## src/rtl/bsg_wormhole_inject_arbiter_pkg.sv

```systemverilog
// Shared types and helpers for the wormhole injection arbiter.
// Holds the packet FSM state encoding and the round-robin wrap helper.
package bsg_wormhole_inject_arbiter_pkg;

    typedef enum logic {
        IDLE = 1'b0,
        BODY = 1'b1
    } state_e;

    // Next requester index after id, wrapping at n.
    function automatic int wrap_inc(int id, int n);
        return (id + 1 >= n) ? 0 : id + 1;
    endfunction

endpackage

```

## src/rtl/bsg_wormhole_inject_arbiter_two_fifo.sv

```systemverilog
// Two-entry ready/valid buffer giving full throughput with registered valid.
// Ports: data_i/v_i/ready_o enqueue side, data_o/v_o/yumi_i dequeue side.
module bsg_wormhole_inject_arbiter_two_fifo #(
    parameter int width_p = 32
) (
    input  logic               clk_i,
    input  logic               reset_i,
    input  logic [width_p-1:0] data_i,
    input  logic               v_i,
    output logic               ready_o,
    output logic [width_p-1:0] data_o,
    output logic               v_o,
    input  logic               yumi_i
);

    logic [width_p-1:0] mem_r [2];
    logic               wptr_r;
    logic               rptr_r;
    logic [1:0]         cnt_r;
    logic               enq;
    logic               deq;

    assign ready_o = (cnt_r != 2'd2);
    assign v_o     = (cnt_r != 2'd0);
    assign data_o  = mem_r[rptr_r];
    assign enq     = v_i & ready_o;
    assign deq     = yumi_i & v_o;

    always_ff @(posedge clk_i or posedge reset_i) begin
        if (reset_i) begin
            wptr_r <= 1'b0;
            rptr_r <= 1'b0;
            cnt_r  <= 2'd0;
        end else begin
            if (enq) wptr_r <= ~wptr_r;
            if (deq) rptr_r <= ~rptr_r;
            cnt_r <= cnt_r + 2'(enq) - 2'(deq);
        end
    end

    // Storage needs no reset; occupancy is tracked by cnt_r.
    always_ff @(posedge clk_i) begin
        if (enq) mem_r[wptr_r] <= data_i;
    end

endmodule

```

## src/rtl/bsg_wormhole_inject_arbiter.sv

```systemverilog
// Packet-granular round-robin arbiter sharing one router injection port.
// Ports: req_* per requester, link_* to router, grant_id_o/locked_o status.
module bsg_wormhole_inject_arbiter
    import bsg_wormhole_inject_arbiter_pkg::*;
#(
    parameter int flit_width_p = 32,
    parameter int len_width_p  = 4,
    parameter int len_pos_p    = 8,
    parameter int num_req_p    = 4,
    localparam int id_width_lp = $clog2(num_req_p)
) (
    input  logic                                  clk_i,
    input  logic                                  reset_i,
    input  logic [num_req_p-1:0][flit_width_p-1:0] req_data_i,
    input  logic [num_req_p-1:0]                  req_v_i,
    output logic [num_req_p-1:0]                  req_ready_and_o,
    output logic [flit_width_p-1:0]               link_data_o,
    output logic                                  link_v_o,
    input  logic                                  link_ready_and_i,
    output logic [id_width_lp-1:0]                grant_id_o,
    output logic                                  locked_o
);

    state_e                  state_r, state_n;
    logic [id_width_lp-1:0]  rr_ptr_r, rr_ptr_n;
    logic [id_width_lp-1:0]  lock_id_r, lock_id_n;
    logic [len_width_p-1:0]  count_r, count_n;
    logic [id_width_lp-1:0]  winner;
    logic [id_width_lp-1:0]  sel_id;
    logic [id_width_lp:0]    idx_sum;
    logic                    found;
    logic [flit_width_p-1:0] sel_data;
    logic                    sel_v;
    logic                    fifo_ready;
    logic                    arb_ready;
    logic                    accept;
    logic [len_width_p-1:0]  hdr_len;

    // Rotate-priority search starting at rr_ptr_r.
    always_comb begin
        winner  = '0;
        found   = 1'b0;
        idx_sum = '0;
        for (int i = 0; i < num_req_p; i++) begin
            idx_sum = {1'b0, rr_ptr_r} + (id_width_lp+1)'(i);
            if (idx_sum >= (id_width_lp+1)'(num_req_p))
                idx_sum = idx_sum - (id_width_lp+1)'(num_req_p);
            if (!found && req_v_i[idx_sum[id_width_lp-1:0]]) begin
                found  = 1'b1;
                winner = idx_sum[id_width_lp-1:0];
            end
        end
    end

    assign sel_id    = (state_r == BODY) ? lock_id_r : winner;
    assign sel_data  = req_data_i[sel_id];
    assign sel_v     = req_v_i[sel_id];
    // Reset forces ready low combinationally, not just at the next edge.
    assign arb_ready = fifo_ready & ~reset_i;
    assign accept    = sel_v & arb_ready;
    assign hdr_len   = sel_data[len_pos_p +: len_width_p];

    always_comb begin
        req_ready_and_o = '0;
        if (state_r == BODY || found)
            req_ready_and_o[sel_id] = arb_ready;
    end

    always_ff @(posedge clk_i or posedge reset_i) begin
        if (reset_i) begin
            state_r   <= IDLE;
            rr_ptr_r  <= '0;
            lock_id_r <= '0;
            count_r   <= '0;
        end else begin
            state_r   <= state_n;
            rr_ptr_r  <= rr_ptr_n;
            lock_id_r <= lock_id_n;
            count_r   <= count_n;
        end
    end

    always_comb begin
        state_n   = state_r;
        rr_ptr_n  = rr_ptr_r;
        lock_id_n = lock_id_r;
        count_n   = count_r;
        unique case (state_r)
            IDLE: begin
                if (accept) begin
                    if (hdr_len == '0) begin
                        rr_ptr_n = id_width_lp'(
                            wrap_inc(int'(winner), num_req_p));
                    end else begin
                        state_n   = BODY;
                        lock_id_n = winner;
                        count_n   = hdr_len;
                    end
                end
            end
            BODY: begin
                if (accept) begin
                    count_n = count_r - len_width_p'(1);
                    // Exit at count 1 so count never wraps.
                    if (count_r == len_width_p'(1)) begin
                        state_n  = IDLE;
                        rr_ptr_n = id_width_lp'(
                            wrap_inc(int'(lock_id_r), num_req_p));
                    end
                end
            end
            default: state_n = IDLE;
        endcase
    end

    assign grant_id_o = sel_id;
    assign locked_o   = (state_r == BODY);

    bsg_wormhole_inject_arbiter_two_fifo #(
        .width_p (flit_width_p)
    ) u_fifo (
        .clk_i   (clk_i),
        .reset_i (reset_i),
        .data_i  (sel_data),
        .v_i     (accept),
        .ready_o (fifo_ready),
        .data_o  (link_data_o),
        .v_o     (link_v_o),
        .yumi_i  (link_v_o & link_ready_and_i)
    );

endmodule

```

## config.mk

```make
export PLATFORM = sky130hd
export DESIGN_NAME = bsg_wormhole_inject_arbiter
export DESIGN_NICKNAME = d
export VERILOG_FILES = /design/src/rtl/bsg_wormhole_inject_arbiter_pkg.sv /design/src/rtl/bsg_wormhole_inject_arbiter_two_fifo.sv /design/src/rtl/bsg_wormhole_inject_arbiter.sv
export SDC_FILE = /design/constraint.sdc
export NUM_CORES = 1
export LEC_CHECK = 0
export ABC_AREA = 0
export ABC_CLOCK_PERIOD_IN_PS = 6750
export CAP_MARGIN = 0
export CORE_MARGIN = 2
export CORE_UTILIZATION = 30
export DETAILED_ROUTE_END_ITERATION = 8
export GPL_TIMING_DRIVEN = 0
export PLACE_DENSITY = 0.69
export SETUP_SLACK_MARGIN = 0.4
export SLEW_MARGIN = 20
export SYNTH_ARGS = -nofsm -noshare
export SYNTH_HDL_FRONTEND = slang
export SYNTH_SLANG_ARGS = --single-unit
```

## constraint.sdc

```tcl
create_clock -name clk_i -period 6.75 [get_ports clk_i]
set_clock_uncertainty 0.1 [all_clocks]
set_input_delay 2.025 -clock clk_i [delete_from_list [all_inputs] [get_ports clk_i]]
set_output_delay 2.025 -clock clk_i [all_outputs]
set_load 0.01 [all_outputs]
```

-- Word level (Yosys, flattened, before mapping)
Memory sizes are Yosys's and may differ from the RTL's.
Cells that the tools add are included.
- register bits after elaboration: 13
- input bits: 135
- RAM bits: 64
- logic and storage cells: 109
- memories kept: 1
- add/sub/neg operators: 12
- reductions and logical operators: 13
- multiplexer cells: 46
- bitwise logic cells: 11
- order comparisons: 12
- equality and inequality tests: 7
- memory list (name ; words ; width ; rd ports ; clocked after Yosys merged registers in ; wr ports ; line ; text):
    u_fifo.mem_r ; 2 ; 32 ; 1 ; 0 ; 1 ; bsg_wormhole_inject_arbiter_two_fifo.sv:16 ; logic [width_p-1:0] mem_r [2];
- operators with widths (kind ; number):
    $bmux W32 S2 ; 1
    $mux W32 ; 1
    $mux W2 ; 15
    $mux W1 ; 16
    $mux W4 ; 4
    $ge A3 B3 Y1 const B ; 5
    $lt A2 B3 Y1 const B ; 5
    $bmux W1 S2 ; 5
    $add A2 B1 Y3 const B ; 3
    $pmux W4 S2 ; 1
    $sub A2 B1 Y2 const B ; 4
    $add A2 B2 Y3 const B ; 2
    $ne A2 B1 Y1 const B ; 3
    $ne A2 B2 Y1 const B ; 3
    $reduce_and A3 Y1 ; 2
    $and A1 B1 Y1 ; 5
    $not A1 Y1 ; 5
    $and A4 B4 Y4 ; 1
    $eq A4 B1 Y1 const B ; 1
    $logic_and A1 B1 Y1 ; 4
    $logic_not A4 Y1 ; 1
    $pmux W2 S2 ; 1
    $reduce_and A4 Y1 ; 1
    $sub A4 B1 Y4 const B ; 1
    9 further kinds ; 11

-- Logic depth before layout (Yosys ltp)
Gate-level depths: netlist of the first run.
- depth after elaboration: 21
- depth in mapped cells: 11

-- By module
A second synthesis of the first run with hierarchy kept.
- cell total of the unflattened synthesis: 432
- area total of the unflattened synthesis: 4381.7 sq um
- modules (own cells, without submodules) (module ; times used ; cells an instance ; sequential area each (sq um) ; area each (sq um)):
    bsg_wormhole_inject_arbiter_two_fifo ; 1 ; 118 ; 2021.9 ; 2523.7
    bsg_wormhole_inject_arbiter ; 1 ; 314 ; 225.2 ; 1858.0

-- Worst setup path before layout of the first run
No wires, ideal clock.
- path kind: input to output
- start: input port req_v_i[1]
- end: output port req_ready_and_o[0]
- stages on the path: 7
- slack: 1.055 ns
- data arrival time: 3.570 ns
- buffers on the path: 3
- path through: buf_2 > nor2b_2 > a211o_1 > a31o_4 > buf_6 > clkbuf_1 > nor3b_1
- cells in the longest elaborated chain, start to end: 19
- RTL lines (what ; line ; text):
    start, declared ; bsg_wormhole_inject_arbiter.sv:15 ; input logic [num_req_p-1:0] req_v_i,
    $bmux W1 S2 ; bsg_wormhole_inject_arbiter.sv:48 ; if (!found && req_v_i[idx_sum[id_width_lp-1:0]]) begin
    $mux W1 (implied by the code) ; bsg_wormhole_inject_arbiter.sv:48 ;
    $mux W1 ; bsg_wormhole_inject_arbiter.sv:48 ;
    $logic_not A1 Y1 ; bsg_wormhole_inject_arbiter.sv:48 ;
    $logic_and A1 B1 Y1 ; bsg_wormhole_inject_arbiter.sv:48 ;
    $mux W1 ; bsg_wormhole_inject_arbiter.sv:48 ;
    $logic_not A1 Y1 ; bsg_wormhole_inject_arbiter.sv:48 ;
    $logic_and A1 B1 Y1 ; bsg_wormhole_inject_arbiter.sv:48 ;
    (+4 left out) ; n/a ;
    $mux W2 * ; bsg_wormhole_inject_arbiter.sv:55 ; assign sel_id = (state_r == BODY) ? lock_id_r : winner;
    net grant_id_o[1] ; bsg_wormhole_inject_arbiter.sv:20 ; output logic [id_width_lp-1:0] grant_id_o,
    $lt A2 B3 Y1 (implied by the code) or $ge A2 B1 Y1 (tied branches) ; bsg_wormhole_inject_arbiter.sv:66 ; req_ready_and_o[sel_id] = arb_ready;
    $logic_and A1 B1 Y1 (implied by the code) ; bsg_wormhole_inject_arbiter.sv:66 ;
    $mux W1 (implied by the code) ; bsg_wormhole_inject_arbiter.sv:66 ;
    $demux W1 S2 * ; bsg_wormhole_inject_arbiter.sv:66 ;
    $and A4 B4 Y4 (no line) * ; n/a ;
    $mux W4 * ; bsg_wormhole_inject_arbiter.sv:65 ; if (state_r == BODY || found)
    end, declared ; bsg_wormhole_inject_arbiter.sv:16 ; output logic [num_req_p-1:0] req_ready_and_o,
Mark *: on every way through the listed nets, which the timed path passes. The rest lies on a longest branch. The select of a mux whose other input is x is not followed.

-- Worst setup path after layout of the first run
- start: input port req_v_i[0]
- end: output port req_ready_and_o[2]
- cells in the longest elaborated chain, start to end: 19
- RTL lines (what ; line):
    $bmux W1 S2 ; bsg_wormhole_inject_arbiter.sv:48
    $mux W1 (implied by the code) ; bsg_wormhole_inject_arbiter.sv:48
    $mux W1 ; bsg_wormhole_inject_arbiter.sv:48
    $logic_not A1 Y1 ; bsg_wormhole_inject_arbiter.sv:48
    $logic_and A1 B1 Y1 ; bsg_wormhole_inject_arbiter.sv:48
    $mux W1 ; bsg_wormhole_inject_arbiter.sv:48
    $logic_not A1 Y1 ; bsg_wormhole_inject_arbiter.sv:48
    $logic_and A1 B1 Y1 ; bsg_wormhole_inject_arbiter.sv:48
    (+3 left out) ; n/a
    $mux W2 ; bsg_wormhole_inject_arbiter.sv:48
    $mux W2 ; bsg_wormhole_inject_arbiter.sv:55
    $lt A2 B3 Y1 (implied by the code) or $ge A2 B1 Y1 (tied branches) ; bsg_wormhole_inject_arbiter.sv:66
    $logic_and A1 B1 Y1 (implied by the code) ; bsg_wormhole_inject_arbiter.sv:66
    $mux W1 (implied by the code) ; bsg_wormhole_inject_arbiter.sv:66
    $demux W1 S2 ; bsg_wormhole_inject_arbiter.sv:66
    $and A4 B4 Y4 (no line) ; n/a
    $mux W4 * ; bsg_wormhole_inject_arbiter.sv:65
Every way passes the cells marked *; elsewhere a longest branch is shown, timed or not. The select of a mux whose other input is x is not followed.

==> run_results.csv, run 1 <==
group,metric,value,unit
outcome,status,"complete, no violations",
critical_path,arrival,4.11,ns
yosys,synth_top_flop_cell,"edfxtp_1",
critical_path,cpPeakStageDelay,0.54,ns
yosys,synth_cell_types,59,
placement,portBuffers,173,
critical_path,crit_slowest_cell,"clkdlybuf4s50_1",
pwr,ir_drop,0.234,mV
critical_path,reg2regPathDepth,8,
yosys,yosysSeqAreaShare,0.523,
placement,preCtsSetupSlack,-0.266,ns
critical_path,crit-reg2reg-launch,"locked_o",
yosys,syn_avg_cell_area,15.0,um^2
critical_path,critPathTopFamily,"buffers and inverters",
critical_path,crit_end,"req_ready_and_o[2]",
critical_path,rrSetupSlack,3.44,ns
die,pin_count,175,
clock_tree,cts_tree,"built",
routing,vias_per_cell,5.09,
clock_tree,cts_made_buffers,9,
cells_and_area,diodes,0,
yosys,synthArstFlopShare,0.169,
die,rows,43,
routing,first_iter_violations,188,
sta,worst_pin_slew,0.751,ns
clock_tree,clockBufferDepth,2,
grt,grt.total_usage,0.160,
sta,finalCritPeriodShare,0.923,
routing,drc_errors,0,
placement,dp_cells,642,
sta,finalMaxSlewViolations,0,
critical_path,crit_start,"req_v_i[0]",
routing,drt_wl_total,12400,um
grt,grt_pass1_wl,18100,um
clock_tree,htreeDepth,3,
yosys,syn-cell-area,4300,um^2
pwr,total_power,0.00292,W
critical_path,cp.required,4.62,ns
critical_path,critical_path_depth,9,
cells_and_area,nets,615,
die,dieWidth,124,um
critical_path,crit_type,"in -> out",
cells_and_area,finalNonFillerCells,660,
sta,rsz0062_at_grt,"no",
placement,gp_congestion,0.959,
routing,first_pass_iters,4,
yosys,syn_inst,287,
yosys,synth_edf_count,64,
worst_hold_path,hold_path_class,"reg -> reg",
grt,grt_start_max_net_pins,18,
yosys,syn-num-nets,427,
sta,max_freq,160,MHz
yosys,ys_ff_latch,77,
clock_tree,cts_sinks,77,
pwr,power_density,442,nW/um^2
cells_and_area,layout_commonest_cell,"clkdlybuf4s50_1",
critical_path,worstSetupStartpointType,"primary input",
cells_and_area,drive_gt1_frac,0.229,
routing,ant_nets,0,
cells_and_area,layout_common_cells,"clkdlybuf4s50_1 (167), edfxtp_1 (64), mux2_2 (32), mux4_2 (31)",
sta,finalHoldViolCount,0,
critical_path,reg2reg_to,"u_fifo.mem_r[0][0]",
sta,post-route-min-period,6.23,ns
routing,vias,3361,
critical_path,crit_buf_inv,4,
grt,antenna_found_initial,0,
run,drv_cap,0,
clock_tree,path_clk_slew,0.06,ns
critical_path,cp_cell_sequence,"dlygate4sd2_1 > nor2b_2 > o21bai_2 > a31o_4 > buf_6 > buf_6 > nand2_1 > nor2_1 > clkdlybuf4s50_1",
grt,grt-ovfl-total,0,
critical_path,end_kind,"output pin",
critical_path,critPathMaxFanout,10,
yosys,yosysWarnings,0,
die,die_area,15300,um^2
sta,max-slew-margin-rel,0.493,
sta,timing.final.ws_setup,0.517,ns
grt,first_global_vias,3454,
sta,setup-violations-final,0,
die,initial_core_util,0.309,
cells_and_area,final_core_util,0.475,
routing,wl_per_cell,18.7,um
die,coreArea,13900,um^2
cells_and_area,syn_to_final_growth,53.9,%
die,fp.dieH,124,um
pwr,p_leak,2.34,nW
critical_path,worst_path_most_repeated_cell,"buf_6",
clock_tree,clkLatencyLatePin,0.33,ns
placement,dp_hpwl,9320,um
clock_tree,cts_root_buffer,"clkbuf_16",
worst min path at each step:
stage | depth (start not counted) | slack [ns] | from | endpoint
floorplan | 1 | 0.36 | u_fifo.wptr_r | u_fifo.wptr_r
finish | 1 | 0.42 | u_fifo.cnt_r[1] | u_fifo.cnt_r[1]
detailed placement | 1 | 0.41 | u_fifo.cnt_r[1] | u_fifo.cnt_r[1]
global route | 1 | 0.44 | u_fifo.cnt_r[1] | u_fifo.cnt_r[1]
CTS | 1 | 0.42 | u_fifo.cnt_r[1] | u_fifo.cnt_r[1]
global placement | 1 | 0.38 | u_fifo.wptr_r | u_fifo.wptr_r
cells in the mapped netlist, types with 3 or more instances:
library cell	count	area [um^2]
a21oi_1	3	15.0
clkbuf_1	8	30.0
edfxtp_1	64	1920
and2_1	12	75.1
a32oi_1	3	26.3
buf_2	4	20.0
nor2b_1	3	18.8
nand3_1	4	20.0
mux4_2	31	698
inv_1	12	45.0
a221oi_1	7	61.3
dfrtp_1	13	325
o22ai_1	3	18.8
nor2_1	14	52.6
nand2_1	8	30.0
xnor2_1	4	35.0
mux2_2	32	360
or4_1	3	22.5
ha_1	5	62.6
nor2b_2	3	26.3
worst register-to-register path, stage by stage (launching register included):
cell and delay [ns]:
dfrtp_1 0.46, buf_1 0.45, inv_1 0.23, a31o_4 0.30, buf_6 0.16, mux4_2 0.25, nand2_1 0.24, nor2_4 0.59
buf_16 0.23
area by class of cell:
| cell class | count | area [um^2] |
|---|---|---|
| buffer | 15 | 86.3 |
| clock buffer | 11 | 233 |
| clock inverter | 5 | 27.5 |
| fill | 1230 | 7320 |
| inverter | 14 | 52.6 |
| multi-input combinational | 181 | 1950 |
| sequential | 77 | 2250 |
| tap | 180 | 225 |
| timing repair buffer | 177 | 1800 |
kinds of logic (layout without fill, tap and decap cells):
logic type / Yosys count / in the layout / synth area share
adder cells (fa/ha/maj): 5 / 5 / 0.0145
flip-flops: 77 / 77 / 0.523
buffers and inverters: 29 / 222 / 0.0291
XOR/XNOR: 5 / 5 / 0.0102
AO/OA/AOI/OAI: 41 / 41 / 0.0803
AND/OR/NAND/NOR: 64 / 64 / 0.0879
multiplexers: 66 / 66 / 0.255
report_power, final:
group	switching [W]	internal, W	total [W]	leakage [nW]
clock network	0.000179	0.000246	0.000425	0.131
registers	0.0000605	0.000774	0.000834	0.726
logic	0.000820	0.000844	0.00166	1.48
total	0.00106	0.00186	0.00292	2.34
layer usage:
metal / vias to the layer above / wire length, um / part of all wire / track usage
li1: 1539 / - / - / -
met1: 1659 / 4640 / 0.38 / 0.181
met2: 149 / 6420 / 0.52 / 0.286
met3: 14 / 1090 / 0.088 / 0.0462
met4: 0 / 204 / 0.017 / 0.0554
met5: - / 0 / 0 / 0
flip-flops by register name (all words and copies together) (netlist names):
register       cells
locked_o           1
u_fifo.mem_r      64
lock_id_r          2
u_fifo.cnt_r       2
u_fifo.rptr_r      1
rr_ptr_r           2
u_fifo.wptr_r      1
count_r            4
metrics by stage:
stage	hold WS, ns	setup TNS, ns	area, um^2
after global routing	0.439	0	6620
after global placement	0.382	-5.40	6260
final	0.421	0	6620
after floorplan	0.360	0	4300
after detailed placement	0.413	-0.550	6320
after CTS	0.420	0	6610
what timing repair did:
item / in CTS / in global routing
gates cloned: 0 / 0
resized for setup: 11 / 7
pin swaps: 2 / 2
setup endpoints to repair: 5 / 2
buffers inserted: 2 / 0
endpoints found under the hold margin: 0 / 0
hold buffers: 0 / 0
(Power assumes the default switching activity.)
==> inputs of run 2 (changes only) <==
ABC_CLOCK_PERIOD_IN_PS = unset   (was 6750)
CAP_MARGIN = 10   (was 0)
clock period = 7.6 ns   (was 6.75 ns; I/O delays follow)
==> run 2 against run 1 <==
Against the previous run: global-route usage about the same; first-iteration DRC count decreased by 3.7%; sequential cell count unchanged; final cell count unchanged; final area about the same; total power decreased by 11%; combinational power decreased by 11%; worst setup slack improved by 0.025 ns; clock-buffer cell count unchanged; die area unchanged; clock power decreased by 11%; sequential power decreased by 11%; largest power group unchanged.
==> run_results.csv, run 2 (synthesized netlist as in run 1, its figures left out) <==
group,metric,value,unit
die,initial_core_util,0.309,
routing,ant_nets,0,
sta,finalMaxSlewViolations,0,
clock_tree,cts_sinks,77,
routing,drc_errors,0,
sta,max-slew-margin-rel,0.498,
placement,portBuffers,173,
die,dieWidth,124,um
critical_path,worstSetupStartpointType,"primary input",
routing,vias_per_cell,5.12,
pwr,ir_drop,0.214,mV
critical_path,end_kind,"output pin",
critical_path,cp.required,5.22,ns
grt,grt-ovfl-total,0,
critical_path,crit_slowest_cell,"clkdlybuf4s50_1",
routing,first_iter_violations,181,
critical_path,critPathMaxFanout,10,
sta,setup-violations-final,0,
cells_and_area,syn_to_final_growth,53.8,%
die,pin_count,175,
die,die_area,15300,um^2
clock_tree,cts_root_buffer,"clkbuf_16",
sta,finalHoldViolCount,0,
placement,gp_congestion,0.959,
run,drv_cap,0,
cells_and_area,nets,615,
critical_path,crit_type,"in -> out",
cells_and_area,drive_gt1_frac,0.227,
routing,vias,3377,
routing,first_pass_iters,4,
clock_tree,htreeDepth,3,
grt,grt_pass1_wl,18100,um
die,coreArea,13900,um^2
cells_and_area,largestRegisters,"u_fifo.mem_r x64, count_r x4",
grt,grt.total_usage,0.160,
sta,max_freq,142,MHz
critical_path,cpPeakStageDelay,0.63,ns
clock_tree,clockBufferDepth,2,
routing,drt_wl_total,12400,um
routing,wl_per_cell,18.8,um
sta,worst_pin_slew,0.743,ns
sta,post-route-min-period,7.06,ns
clock_tree,cts_tree,"built",
outcome,status,"complete, no violations",
grt,grt_start_max_net_pins,18,
pwr,total_power,0.00259,W
sta,setup_tns,0,ns
worst_hold_path,hold_path_class,"reg -> reg",
pwr,power_density,392,nW/um^2
pwr,p_leak,2.32,nW
clock_tree,clkLatencyLatePin,0.33,ns
placement,preCtsSetupSlack,0.0744,ns
grt,first_global_vias,3455,
cells_and_area,layout_common_cells,"clkdlybuf4s50_1 (171), edfxtp_1 (64), mux2_2 (32), mux4_2 (31)",
clock_tree,path_clk_slew,0.06,ns
placement,dp_hpwl,9320,um
clock_tree,cts_hold_buf,0,
cells_and_area,largest_register_ffs,64,
die,fp.dieH,124,um
cells_and_area,diodes,0,
critical_path,arrival,4.68,ns
clock_tree,cts_made_buffers,9,
cells_and_area,layout_commonest_cell,"clkdlybuf4s50_1",
critical_path,cp_cell_sequence,"clkdlybuf4s50_1 > nor2b_1 > nor4b_2 > a211oi_4 > buf_4 > buf_4 > nor2_1 > clkdlybuf4s50_1",
sta,finalCritPeriodShare,0.929,
sta,rsz0062_at_grt,"no",
cells_and_area,largest-register,"u_fifo.mem_r",
sta,timing.final.ws_setup,0.543,ns
grt,antenna_found_initial,0,
die,rows,43,
[run 2: final cells by class]
class / count / area [um^2]
fill: 1231 / 7320
clock buffer: 11 / 233
sequential: 77 / 2250
tap: 180 / 225
multi-input combinational: 181 / 1950
inverter: 14 / 52.6
clock inverter: 5 / 27.5
buffer: 15 / 78.8
timing repair buffer: 177 / 1800
[run 2: timing repair]
item,4_1_cts,5_1_grt
resized for setup,5,2
buffers inserted,2,0
pin swaps,1,0
setup endpoints to repair,5,3
[run 2: stage by stage]
step                std cells  utilization  hold slack (ns)  cell area, um^2
floorplan                 287            -            0.360             4300
global placement          640        0.449            0.382             6260
detailed placement        642        0.454            0.413             6320
CTS                       660        0.474            0.420             6610
global route              660        0.475            0.439             6610
finish                    660        0.475            0.421             6610
[run 2: path summary, 6_finish.rpt]
kind,from,to,slack (ns),depth (start not counted)
worst min register to register,u_fifo.cnt_r[1],u_fifo.cnt_r[1],0.42,1
worst max register to register,locked_o,u_fifo.mem_r[0][0],4.30,9
worst min-delay path,u_fifo.cnt_r[1],u_fifo.cnt_r[1],0.42,1
max in group asynchronous,reset_i,rr_ptr_r[1],4.76,2
min in group asynchronous,reset_i,u_fifo.cnt_r[1],2.27,2
worst max-delay path,req_v_i[3],req_ready_and_o[3],0.54,8
[run 2: metal layers]
| metal | track usage | routed length [um] | vias up |
|---|---|---|---|
| li1 | - | - | 1537 |
| met3 | 0.0462 | 1070 | 14 |
| met2 | 0.285 | 6460 | 146 |
| met5 | 0 | 0 | - |
| met1 | 0.180 | 4660 | 1680 |
| met4 | 0.0568 | 204 | 0 |
[run 2: power by group]
| part | internal [W] | switching, W | total (W) |
|---|---|---|---|
| Combinational | 0.000747 | 0.000728 | 0.00147 |
| Sequential | 0.000687 | 0.0000540 | 0.000741 |
| Clock | 0.000219 | 0.000158 | 0.000377 |
[run 2: worst max-delay path, delay by kind of cell]
family                 cells  cell delay, ns
buffers and inverters      4            1.66
AND/OR/NAND/NOR            3            0.65
AO/OA/AOI/OAI              1            0.09
==> inputs of run 3 (changes only) <==
clock period = 8.9 ns   (was 7.6 ns; I/O delays follow)
==> run 3 against run 2 <==
Against the previous run: non-clock buffer count shrank 2; global-route usage shrank 0.13 points; sequential power shrank 15%; wire length down 0.86%.
==> run_results.csv, run 3 (synthesized netlist as in run 1, its figures left out) <==
group,metric,value,unit
clock_tree,htreeDepth,3,
clock_tree,cts_hold_buf,0,
routing,drc_errors,0,
routing,first_pass_iters,4,
cells_and_area,syn_to_final_growth,53.0,%
clock_tree,clockBufferDepth,2,
die,rows,43,
sta,fin_hold_ws,0.421,ns
cells_and_area,diodes,0,
critical_path,worstSetupStartpointType,"primary input",
clock_tree,cts_sinks,77,
cells_and_area,drive_gt1_frac,0.218,
critical_path,rrSetupSlack,5.63,ns
cells_and_area,nFillCells,1225,
clock_tree,cts_tree,"built",
worst_hold_path,holdPathStages,1,
pwr,p_leak,2.29,nW
critical_path,worst_path_most_repeated_cell,"clkdlybuf4s50_1",
critical_path,cpPeakStageDelay,0.61,ns
clock_tree,path_clk_slew,0.06,ns
sta,max_freq,121,MHz
critical_path,arrival,5.49,ns
critical_path,reg2reg_to,"u_fifo.mem_r[0][0]",
cells_and_area,layout_commonest_cell,"clkdlybuf4s50_1",
routing,wl_per_cell,18.7,um
die,pin_count,175,
cells_and_area,largest_register_ffs,64,
grt,grt.total_usage,0.158,
worst_hold_path,min_to,"u_fifo.cnt_r[1]",
sta,setup_tns,0,ns
routing,ant_nets,0,
critical_path,reg2regPathDepth,8,
sta,finalHoldViolCount,0,
critical_path,crit_slowest_cell,"clkdlybuf4s50_1",
cells_and_area,nets,613,
critical_path,critPathMaxFanout,10,
clock_tree,clkLatencyLatePin,0.33,ns
critical_path,cp_cell_sequence,"clkdlybuf4s50_1 > nor2b_2 > nor4b_2 > a211oi_4 > buf_2 > buf_4 > nor2_1 > clkdlybuf4s50_1",
critical_path,critPathTopFamily,"buffers and inverters",
pwr,power_density,333,nW/um^2
placement,gp_congestion,0.959,
grt,first_global_vias,3447,
sta,rsz0062_at_grt,"no",
grt,grt-ovfl-total,0,
sta,worst_pin_slew,0.757,ns
sta,max-slew-margin-rel,0.489,
cells_and_area,largest-register,"u_fifo.mem_r",
worst_hold_path,hold_path_class,"reg -> reg",
cells_and_area,layout_common_cells,"clkdlybuf4s50_1 (173), edfxtp_1 (64), mux2_2 (32), mux4_2 (31)",
sta,finalCritPeriodShare,0.928,
pwr,ir_drop,0.170,mV
worst_hold_path,worstHoldStart,"u_fifo.cnt_r[1]",
run,drv_cap,0,
placement,portBuffers,173,
critical_path,cp.required,6.13,ns
clock_tree,cts_resized,0,
critical_path,crit_type,"in -> out",
grt,grt_start_max_net_pins,18,
routing,vias,3389,
die,initial_core_util,0.309,
routing,vias_per_cell,5.15,
routing,first_iter_violations,182,
outcome,status,"complete, no violations",
sta,finalMaxSlewViolations,0,
clock_tree,cts_root_buffer,"clkbuf_16",
die,fp.dieH,124,um
clock_tree,post_cts_buffers,0,
die,die_area,15300,um^2
sta,post-route-min-period,8.26,ns
placement,dp_hpwl,9320,um
sta,setup-violations-final,0,
critical_path,end_kind,"output pin",
die,dieWidth,124,um
grt,grt_pass1_wl,18000,um
critical_path,crit-reg2reg-launch,"locked_o",
critical_path,crit_buf_inv,4,
grt,antenna_found_initial,0,
clock_tree,cts_made_buffers,9,
cells_and_area,largestRegisters,"u_fifo.mem_r x64, count_r x4",
die,coreArea,13900,um^2
routing,drt_wl_total,12300,um
[run 3: per-stage QoR]
stage	utilization	cells	setup slack [ns]	power (W)	instance area, um^2
2_1_floorplan	-	287	1.92	0.00140	4300
3_3_place_gp	0.449	640	0.645	0.00184	6260
3_5_place_dp	0.454	642	0.594	0.00189	6320
4_1_cts	0.472	658	0.570	0.00222	6580
5_1_grt	0.472	658	0.410	0.00232	6580
6_report	0.472	658	0.638	0.00219	6580
[run 3: final cells by class]
| type | count | area (um^2) | share of cell area |
|---|---|---|---|
| inverter | 14 | 52.6 | 0.00798 |
| tap | 180 | 225 | 0.0342 |
| multi-input combinational | 181 | 1940 | 0.294 |
| timing repair buffer | 175 | 1790 | 0.271 |
| buffer | 15 | 72.6 | 0.0110 |
| sequential | 77 | 2250 | 0.341 |
| clock buffer | 11 | 233 | 0.0354 |
| clock inverter | 5 | 27.5 | 0.00418 |
[run 3: worst max-delay path by stage]
stage / startpoint / end / slack (ns) / cells past startpoint
floorplan: req_v_i[1] / req_ready_and_o[0] / 1.92 / 7
global placement: req_v_i[2] / req_ready_and_o[3] / 0.64 / 8
detailed placement: req_v_i[2] / req_ready_and_o[3] / 0.59 / 8
CTS: req_v_i[2] / req_ready_and_o[3] / 0.57 / 8
global route: req_v_i[2] / req_ready_and_o[3] / 0.41 / 8
finish: req_v_i[2] / req_ready_and_o[3] / 0.64 / 8
[run 3: per-layer routing]
layer / vias to the layer above / GRT usage / routed length, um
met3: 14 / 0.0462 / 1100
met1: 1684 / 0.177 / 4580
met5: - / 0 / 0
met2: 156 / 0.285 / 6400
li1: 1535 / - / -
met4: 0 / 0.0561 / 204
[run 3: power by group]
part	internal, W	switching (W)	total, W
sequential	0.000587	0.0000466	0.000633
clock	0.000187	0.000136	0.000322
combinational	0.000623	0.000614	0.00124
